$ cat src/rtl/display_bcd_scheduler.sv
// Frame-synchronous display update controller: snapshots operands at vertical blanking,
// converts them one after another on a single shift-add-3 engine, then commits all at once.
module display_bcd_scheduler (
    input  logic       i_clk,
    input  logic       i_rst,
    input  logic       i_frame_start,
    input  logic [7:0] i_a,
    input  logic [7:0] i_b,
    input  logic [7:0] i_result,
    input  logic       i_sign,
    input  logic       i_overflow,
    input  logic [7:0] i_operand,
    output logic [9:0] o_bcd_a,
    output logic [9:0] o_bcd_b,
    output logic [9:0] o_bcd_res,
    output logic       o_sign_q,
    output logic       o_overflow_q,
    output logic [7:0] o_operand_q,
    output logic       o_busy,
    output logic       o_update_done
);

    typedef enum logic [2:0] {
        S_IDLE,
        S_LOAD,
        S_SHIFT,
        S_STORE,
        S_COMMIT
    } state_t;

    state_t      r_state;
    state_t      w_next;

    logic [7:0]  r_sh_a;
    logic [7:0]  r_sh_b;
    logic [7:0]  r_sh_res;
    logic        r_sh_sign;
    logic        r_sh_ovf;
    logic [7:0]  r_sh_op;

    logic [1:0]  r_sel;
    logic [3:0]  r_cnt;
    logic [7:0]  r_bin;
    logic [9:0]  r_bcd;

    logic [9:0]  r_tmp_a;
    logic [9:0]  r_tmp_b;
    logic [9:0]  r_tmp_res;

    logic [9:0]  r_bcd_a;
    logic [9:0]  r_bcd_b;
    logic [9:0]  r_bcd_res;
    logic        r_sign_q;
    logic        r_ovf_q;
    logic [7:0]  r_op_q;
    logic        r_done;

    logic [7:0]  w_sel_bin;
    logic [3:0]  w_units_adj;
    logic [3:0]  w_tens_adj;
    logic [9:0]  w_bcd_shifted;

    always_ff @(posedge i_clk or posedge i_rst) begin
        if (i_rst) begin
            r_state <= S_IDLE;
        end else begin
            r_state <= w_next;
        end
    end

    always_comb begin
        w_next = r_state;
        case (r_state)
            S_IDLE:   if (i_frame_start) w_next = S_LOAD;
            S_LOAD:   w_next = S_SHIFT;
            S_SHIFT:  if (r_cnt == 4'd7) w_next = S_STORE;
            S_STORE:  w_next = (r_sel >= 2'd2) ? S_COMMIT : S_LOAD;
            S_COMMIT: w_next = S_IDLE;
            default:  w_next = S_IDLE;
        endcase
    end

    // Any sel value past 2 decodes to the result slot.
    always_comb begin
        w_sel_bin = r_sh_res;
        case (r_sel)
            2'd0:    w_sel_bin = r_sh_a;
            2'd1:    w_sel_bin = r_sh_b;
            default: w_sel_bin = r_sh_res;
        endcase
    end

    // Hundreds never reaches 5, so only tens and units need the add-3 correction.
    always_comb begin
        w_units_adj   = (r_bcd[3:0] >= 4'd5) ? r_bcd[3:0] + 4'd3 : r_bcd[3:0];
        w_tens_adj    = (r_bcd[7:4] >= 4'd5) ? r_bcd[7:4] + 4'd3 : r_bcd[7:4];
        w_bcd_shifted = {r_bcd[8], w_tens_adj, w_units_adj, r_bin[7]};
    end

    always_ff @(posedge i_clk or posedge i_rst) begin
        if (i_rst) begin
            r_sh_a    <= 8'h00;
            r_sh_b    <= 8'h00;
            r_sh_res  <= 8'h00;
            r_sh_sign <= 1'b0;
            r_sh_ovf  <= 1'b0;
            r_sh_op   <= 8'h00;
            r_sel     <= 2'd0;
            r_cnt     <= 4'd0;
            r_bin     <= 8'h00;
            r_bcd     <= 10'h000;
            r_tmp_a   <= 10'h000;
            r_tmp_b   <= 10'h000;
            r_tmp_res <= 10'h000;
            r_bcd_a   <= 10'h000;
            r_bcd_b   <= 10'h000;
            r_bcd_res <= 10'h000;
            r_sign_q  <= 1'b0;
            r_ovf_q   <= 1'b0;
            r_op_q    <= 8'h00;
            r_done    <= 1'b0;
        end else begin
            r_done <= 1'b0;
            case (r_state)
                S_IDLE: begin
                    if (i_frame_start) begin
                        r_sh_a    <= i_a;
                        r_sh_b    <= i_b;
                        r_sh_res  <= i_result;
                        r_sh_sign <= i_sign;
                        r_sh_ovf  <= i_overflow;
                        r_sh_op   <= i_operand;
                        r_sel     <= 2'd0;
                    end
                end
                S_LOAD: begin
                    r_bin <= w_sel_bin;
                    r_bcd <= 10'h000;
                    r_cnt <= 4'd0;
                end
                S_SHIFT: begin
                    r_bcd <= w_bcd_shifted;
                    r_bin <= {r_bin[6:0], 1'b0};
                    r_cnt <= r_cnt + 4'd1;
                end
                S_STORE: begin
                    case (r_sel)
                        2'd0:    r_tmp_a   <= r_bcd;
                        2'd1:    r_tmp_b   <= r_bcd;
                        default: r_tmp_res <= r_bcd;
                    endcase
                    if (r_sel < 2'd2) begin
                        r_sel <= r_sel + 2'd1;
                    end
                end
                S_COMMIT: begin
                    r_bcd_a   <= r_tmp_a;
                    r_bcd_b   <= r_tmp_b;
                    r_bcd_res <= r_tmp_res;
                    r_sign_q  <= r_sh_sign;
                    r_ovf_q   <= r_sh_ovf;
                    r_op_q    <= r_sh_op;
                    r_done    <= 1'b1;
                end
                default: ;
            endcase
        end
    end

    assign o_bcd_a       = r_bcd_a;
    assign o_bcd_b       = r_bcd_b;
    assign o_bcd_res     = r_bcd_res;
    assign o_sign_q      = r_sign_q;
    assign o_overflow_q  = r_ovf_q;
    assign o_operand_q   = r_op_q;
    assign o_busy        = (r_state != S_IDLE);
    assign o_update_done = r_done;

endmodule

$ cat config.mk
export PLATFORM = sky130hd
export DESIGN_NAME = display_bcd_scheduler
export DESIGN_NICKNAME = d
export VERILOG_FILES = /design/src/rtl/display_bcd_scheduler.sv
export SDC_FILE = /design/constraint.sdc
export NUM_CORES = 1
export LEC_CHECK = 0
export CAP_MARGIN = 20
export CORE_MARGIN = 2
export CORE_UTILIZATION = 45
export CTS_BUF_LIST = sky130_fd_sc_hd__clkbuf_8
export DETAILED_ROUTE_END_ITERATION = 10
export HOLD_SLACK_MARGIN = 0.02
export PLACE_DENSITY = 0.68
export SETUP_SLACK_MARGIN = 0.15
export SLEW_MARGIN = 15
export SYNTH_ARGS = -nofsm -noshare
export SYNTH_HDL_FRONTEND = slang
export SYNTH_SLANG_ARGS = --single-unit
$ cat constraint.sdc
create_clock -name i_clk -period 5 [get_ports i_clk]
set_input_delay 1 -clock i_clk [delete_from_list [all_inputs] [get_ports i_clk]]
set_output_delay 1 -clock i_clk [all_outputs]
set_load 0.03 [all_outputs]
==> out/results.txt <==
outcome -> finished, final reports clean
minimum clock period -> 3.47 ns
FF-to-FF setup slack -> 2.38 ns
setup bufs post-CTS -> 0
clk buf depth -> 2
Switch Pwr -> 1200 uW
Port Buffers -> 78
R2R Path Start -> r_state[0]$_DFFE_PP0P_
final cell count without fillers -> 664
Critical Path Source -> r_state[0]$_DFFE_PP0P_
Hold Crit Class -> register to register
vias in the first global route -> 3,544
Reg power frac -> 0.447
IO Pins -> 79
Clk network pwr share -> 0.234
register area -> 3300 sq um
count of cell types in the netlist -> 43
delay-heaviest family, CP -> flip-flops
WHS Path Cells -> 1
Fillers -> 1,045
CTS Buf Count -> 17
die span in x -> 116 um
ys flop type -> dfrtp_1
Setup Skew -> 0.00950 ns
post-route ant nets -> 0
Root Driver -> clkbuf_8
pin count of the biggest net entering global routing -> 78
endpoints failing setup -> 0
fin worst setup slack -> 1.53 ns
ranking of synthesized cells by area -> dfrtp_1, mux2_2, mux2_4
Net Count, Synth -> 447
Iteration-0 DRC Markers -> 173
chip height -> 116 um
first-pass GRT wire length -> 17,300 um
Arrival @ worst endpoint -> 2.47 ns
Slew HR -> 0.295
area leader, netlist -> dfrtp_1
CTS Sinks -> 132
worst slew pin tran -> 1.06 ns
f_max -> 0.288 GHz
share of cells above drive strength 1 -> 0.282
ant diodes -> 0
critical path depth in cells -> 3
startpoint types -> register
Pre-antenna DRT Iters -> 4
Vias/cell -> 5.19
GRT Overall Usage -> 0.169
Worst R2R End -> r_sh_sign$_DFFE_PP0P_
final max-slew violation count -> 0
via count -> 3,447
Area Overhead vs Synth -> 23.5%
initial core utilization -> 0.465
htree depth -> 4
Critical Path RT -> 4.00 ns
dpl cells -> 632
Pint -> 2420 uW
Post-synth EDFFs -> 0
Period Utilization, post-route -> 0.694
Synth Instances -> 402
Detail Placement HPWL -> 6890 um
Hold EP -> r_tmp_a[2]$_DFFE_PP0P_
slowest CP cell -> dfrtp_1
Setup TNS -> 0 ns
dpl ws -> 2.01 ns
Comb power frac -> 0.320
Max FO, Critical Path -> 31
area of the multi-input gates -> 2170 sq um
asr flop ratio synth -> 1.00
CTS tree -> yes
flops & latches, synth -> 132
pwr dens -> 520 nW/um^2
Hold Crit Start -> r_tmp_a[2]$_DFFE_PP0P_
DRC violations left -> 0
hold_buf cts -> 0
initial antenna violation count -> 0
drt total wl -> 10,300 um
R2R cell count -> 3
Avg Inst Size Synth -> 14.0 sq um
Final Power -> 3620 uW
clock slew seen by the registers of the worst setup and hold paths -> 0.07 ns
GRT overflow -> 0
crit path capture type -> output port
worst path cell trace -> nor2_1 > nand2_1 > clkdlybuf4s50_1
maximum vdd drop -> 0.306 mV
GPL Wtd Cong -> 0.809
post-DR wirelength/cell -> 15.6 um
core area -> 12,100 sq um
clk_lat worst skew -> 0.44 ns
Post-layout nets -> 529
Switching Fraction -> 0.331
worst path bufs/invs -> 1
unrepaired setup endpoints after global routing -> false
post_cts resized -> 0
crit path kind -> register to output port
sequential element share of the synthesized area -> 0.587
YS warnings -> 0
maxcap violations -> 0
die footprint -> 13,400 sq um
Leak -> 0.00322 uW
FP Rows -> 40
synthesized area -> 5630 sq um
final hold violations -> 0
Synth top area share -> 0.587
max incr delay on CP -> 0.97 ns
worst max-delay path by stage:
stage | to | slack [ns]
after detailed placement | r_sh_sign$_DFFE_PP0P_ | 2.01
after global routing | o_busy | 1.42
after floorplan | o_bcd_a[0]$_DFFE_PP0P_ | 0.47
after CTS | o_busy | 1.55
final | o_busy | 1.53
after global placement | o_busy | 2.05
kinds of logic after synthesis:
| kind of cell | count (synthesis) | share of synthesized area |
|---|---|---|
| DFF | 132 | 0.587 |
| xor gates and xnor gates | 3 | 0.00467 |
| and+or+nand+nor | 45 | 0.0420 |
| AOI/OAI and AO/OA | 76 | 0.0869 |
| muxes | 107 | 0.233 |
| buffers and inverters | 31 | 0.0282 |
| adders and majority gates | 8 | 0.0178 |
layer usage:
layer,vias up,routed length (um),track usage,share of wire
li1,1621,-,-,-
met1,1731,4820,0.234,0.47
met2,80,4840,0.253,0.47
met3,15,531,0.0528,0.051
met4,0,153,0.0587,0.015
met5,-,0,0,0
registers in the layout (all words and copies together) (netlist names), 10 cells and up:
name       cells
o_bcd_b       10
r_tmp_res     10
r_bcd         10
r_tmp_a       10
o_bcd_a       10
o_bcd_res     10
r_tmp_b       10
final cells by class:
type,instances,share of cell area
Tap cell,168,0.0302
Clock inverter,12,0.0169
Sequential cell,132,0.475
Clock buffer,19,0.0376
Inverter,13,0.00738
Timing Repair Buffer,81,0.120
Multi-Input combinational cell,239,0.313
power by group through the flow:
stage,registers [uW],logic [uW],clock network [uW]
finish,1620,1160,845
global route,1660,1270,930
CTS,1610,1160,872
detailed placement,1630,1160,0
global placement,1620,1130,0
floorplan,1550,919,0
cell usage after synthesis, drive strengths merged, types with 5 or more instances:
master	instances
dfrtp	132
mux2	104
a21oi	24
o21ai	18
nand2	16
inv	13
buf	11
a22o	9
nand3	9
ha	8
nor2	8
clkbuf	7
o22ai	6
a221o	5
a22oi	5
cells in the final DEF (no fill, tap or decap), drive strengths merged:
master / n
buf: 3
o221ai: 1
nand2b: 2
a22o: 9
a21boi: 1
nor2b: 1
a221o: 5
clkinv: 4
nand2: 16
o21a: 1
a32oi: 2
ha: 8
nor3b: 3
bufinv: 2
xnor2: 2
xor2: 1
nor3: 2
a22oi: 5
nor2: 8
mux2i: 3
nor4: 1
o22ai: 6
clkbuf: 19
o31ai: 1
a221oi: 1
o21ai: 18
or3: 1
inv: 17
o2bb2ai: 1
mux2: 104
clkinvlp: 2
dfrtp: 132
nand3: 9
nor4b: 1
a21oi: 24
clkdlybuf4s50: 78
a311oi: 1
and3: 1
stage by stage:
| step | area, sq um | utilization | hold slack [ns] |
|---|---|---|---|
| 3_5_place_dp | 6550 | 0.540 | 0.479 |
| 5_1_grt | 6950 | 0.574 | 0.515 |
| 2_1_floorplan | 5630 | - | 0.459 |
| 6_report | 6950 | 0.574 | 0.492 |
| 3_3_place_gp | 6550 | 0.540 | 0.471 |
| 4_1_cts | 6930 | 0.572 | 0.497 |
(Power assumes the default switching activity.)
==> RTL edit: new RTL, same settings <==
The 5 states of `state_t` get a Gray code encoding in 3 bits.
--- a/src/rtl/display_bcd_scheduler.sv
+++ b/src/rtl/display_bcd_scheduler.sv
@@ -21,11 +21,11 @@
 );
 
     typedef enum logic [2:0] {
-        S_IDLE,
-        S_LOAD,
-        S_SHIFT,
-        S_STORE,
-        S_COMMIT
+        S_IDLE   = 3'b000,
+        S_LOAD   = 3'b001,
+        S_SHIFT  = 3'b011,
+        S_STORE  = 3'b010,
+        S_COMMIT = 3'b110
     } state_t;
 
     state_t      r_state;
Check against the original RTL: no difference found for any inputs over 10 cycles, from zero or initial values and one cycle with i_rst high; not proved beyond that.
==> RTL edit against the unedited design <==
  * Synthesized cell count fell by 2.0%
  * Clock skew fell by 0.0035 ns
  * Area after synthesis fell by 1.3%
  * Critical endpoint unchanged
  * Final area fell by 2.3%
  * Total power rose by 4.6%
  * Sequential share of layout area rose by 1.1 points
  * Worst setup slack improved by 0.20 ns
  * Sequential cell count did not move
  * Clock power rose by 5.3%
  * Count of clock-buffer cells in the layout did not move
  * Wire length fell by 7.5%
==> RTL edit: results (changes against the unedited design) <==
[outcome]
status = finished clean  ; unchanged

[global_routing]
track_usage_pct = 16.20  ; was 16.87%
grt_pass1_wl_um = 16590  ; was 17340 um
grt_pass1_vias = 3374  ; was 3544
antenna_found_initial = 0  ; unchanged
grt_max_degree = 80  ; was 78

[layout]
drive_gt1_share_pct = 29.34  ; was 28.23%
nets = 517  ; was 529
num_antenna_cells = 0  ; unchanged

[synthesis]
ys_top_cells_by_count = 132 x dfrtp_1, 74 x mux2_2, 30 x mux2_4  ; was 132 x dfrtp_1, 71 x mux2_2, 30 x mux2_4
synth.avg_cell_area_um2 = 14.10  ; was 14.00 um^2
ys.flop_type = dfrtp_1  ; unchanged
ys_types = 34  ; was 43
synth_seq_area_share_pct = 59.47  ; was 58.69%
async_flop_share_pct = 100.0  ; unchanged
synth_area_leaders = dfrtp_1 59%, mux2_2 15%, mux2_4 8.1%, o21ai_0 2.6%, ha_1 1.8%  ; was dfrtp_1 59%, mux2_2 14%, mux2_4 8.0%, a21oi_1 2.1%, ha_1 1.8%
yosysWarnings = 0  ; unchanged
syn_nets = 439  ; was 447

[clocking]
cts_buffers = 17  ; unchanged
path_clk_slew_ns = 0.07  ; about the same
root_buffer = clkbuf_8  ; unchanged
htree_levels = 4  ; unchanged
clkLatencyLatePin_ns = 0.42  ; was 0.44 ns
ctsResizeCount = 0  ; unchanged
post_cts_buffers = 0  ; unchanged
cts.path.max_buffers = 2  ; unchanged

[placement]
finalWeightedCongestion = 0.7109  ; was 0.8094
place_hpwl_um = 6404  ; was 6888 um
pre_cts_slack_ns = 2.206  ; was 2.012 ns

[sta]
min_period_ns = 3.276  ; was 3.471 ns
fin_worst_skew_ns = 0.006028  ; was 0.009497 ns
max_slew_margin_pct = 34.42  ; was 29.55%

[setup_path]
worstPathArrival_ns = 2.28  ; was 2.47 ns
crit_family = buffers and inverters  ; was flip-flops
worstPathMaxFanout = 19  ; was 31
cpPeakStageDelay_ns = 0.75  ; was 0.97 ns
regToRegSetupSlack_ns = 2.53  ; was 2.38 ns
reg2reg_depth = 4  ; was 3
crit_start = r_state[1]  ; was r_state[0]
r2r-end = o_operand_q[5]  ; was r_sh_sign

[routing]
detail_route.wl_per_cell_um = 15.16  ; was 15.58 um
drt-vias-per-instance = 5.171  ; was 5.191
drt-initial-drc-count = 149  ; was 173

[power]
ir_drop_uv = 274.4  ; was 306.3 uV
p_leak_uw = 0.003168  ; was 0.003223 uW

[worst_hold_path]
min_from = r_bin[6]  ; was r_tmp_a[2]

## RTL edit: layout make-up
class,count,area [um^2]
Timing Repair Buffer,79,800.8
Clock buffer,19,261.5
Tap cell,147,183.9
Inverter,10,40.04
Multi-Input combinational cell,232,2062
Clock inverter,12,138.9
Sequential cell,132,3303
Fill cell,1013,5221
## RTL edit: where the power goes
part / switching, uW / internal (uW)
logic: 605 / 652
registers: 240 / 1400
clock network: 381 / 509
## RTL edit: routing by layer
| metal | GRT usage (%) | vias to the layer above | part of all wire [%] |
|---|---|---|---|
| met5 | 0 | - | 0 |
| met4 | 5.703 | 0 | 1.3 |
| met3 | 4.850 | 11 | 4.6 |
| met2 | 25.92 | 73 | 48 |
| met1 | 21.15 | 1634 | 46 |
| li1 | - | 1545 | - |
## RTL edit: kinds of logic after synthesis
logic type | synth area share [%]
AOI/OAI and AO/OA | 6.961
buffers and inverters | 3.446
DFF | 59.47
adders and majority gates | 1.802
xor gates and xnor gates | 0.4732
and+or+nand+nor | 4.731
muxes | 23.11
## RTL edit: how the worst min path moves through the flow
stage	endpoint	cells after the start
after floorplan	r_bin[0]	2
after global placement	r_bin[4]	2
after detailed placement	r_bin[6]	2
after CTS	r_bin[6]	2
after global routing	r_bin[6]	2
final	r_bin[6]	2
## RTL edit: through the flow
| step | std cells | util (%) | area [um^2] | hold slack [ns] |
|---|---|---|---|---|
| 3_3_place_gp | 600 | 53.20 | 6390 | 0.4571 |
| 5_1_grt | 631 | 56.53 | 6790 | 0.5079 |
| 3_5_place_dp | 600 | 53.20 | 6390 | 0.4660 |
| 6_report | 631 | 56.53 | 6790 | 0.4767 |
| 4_1_cts | 631 | 56.53 | 6790 | 0.4822 |
| 2_1_floorplan | 394 | - | 5554 | 0.4432 |
## RTL edit: worst register-to-register path, delay by kind of cell (launching register included)
family        cells  cell delay [ns]
buf+inv           1             0.27
flops             1             0.75
mux               1             0.56
simple gates      2             0.78
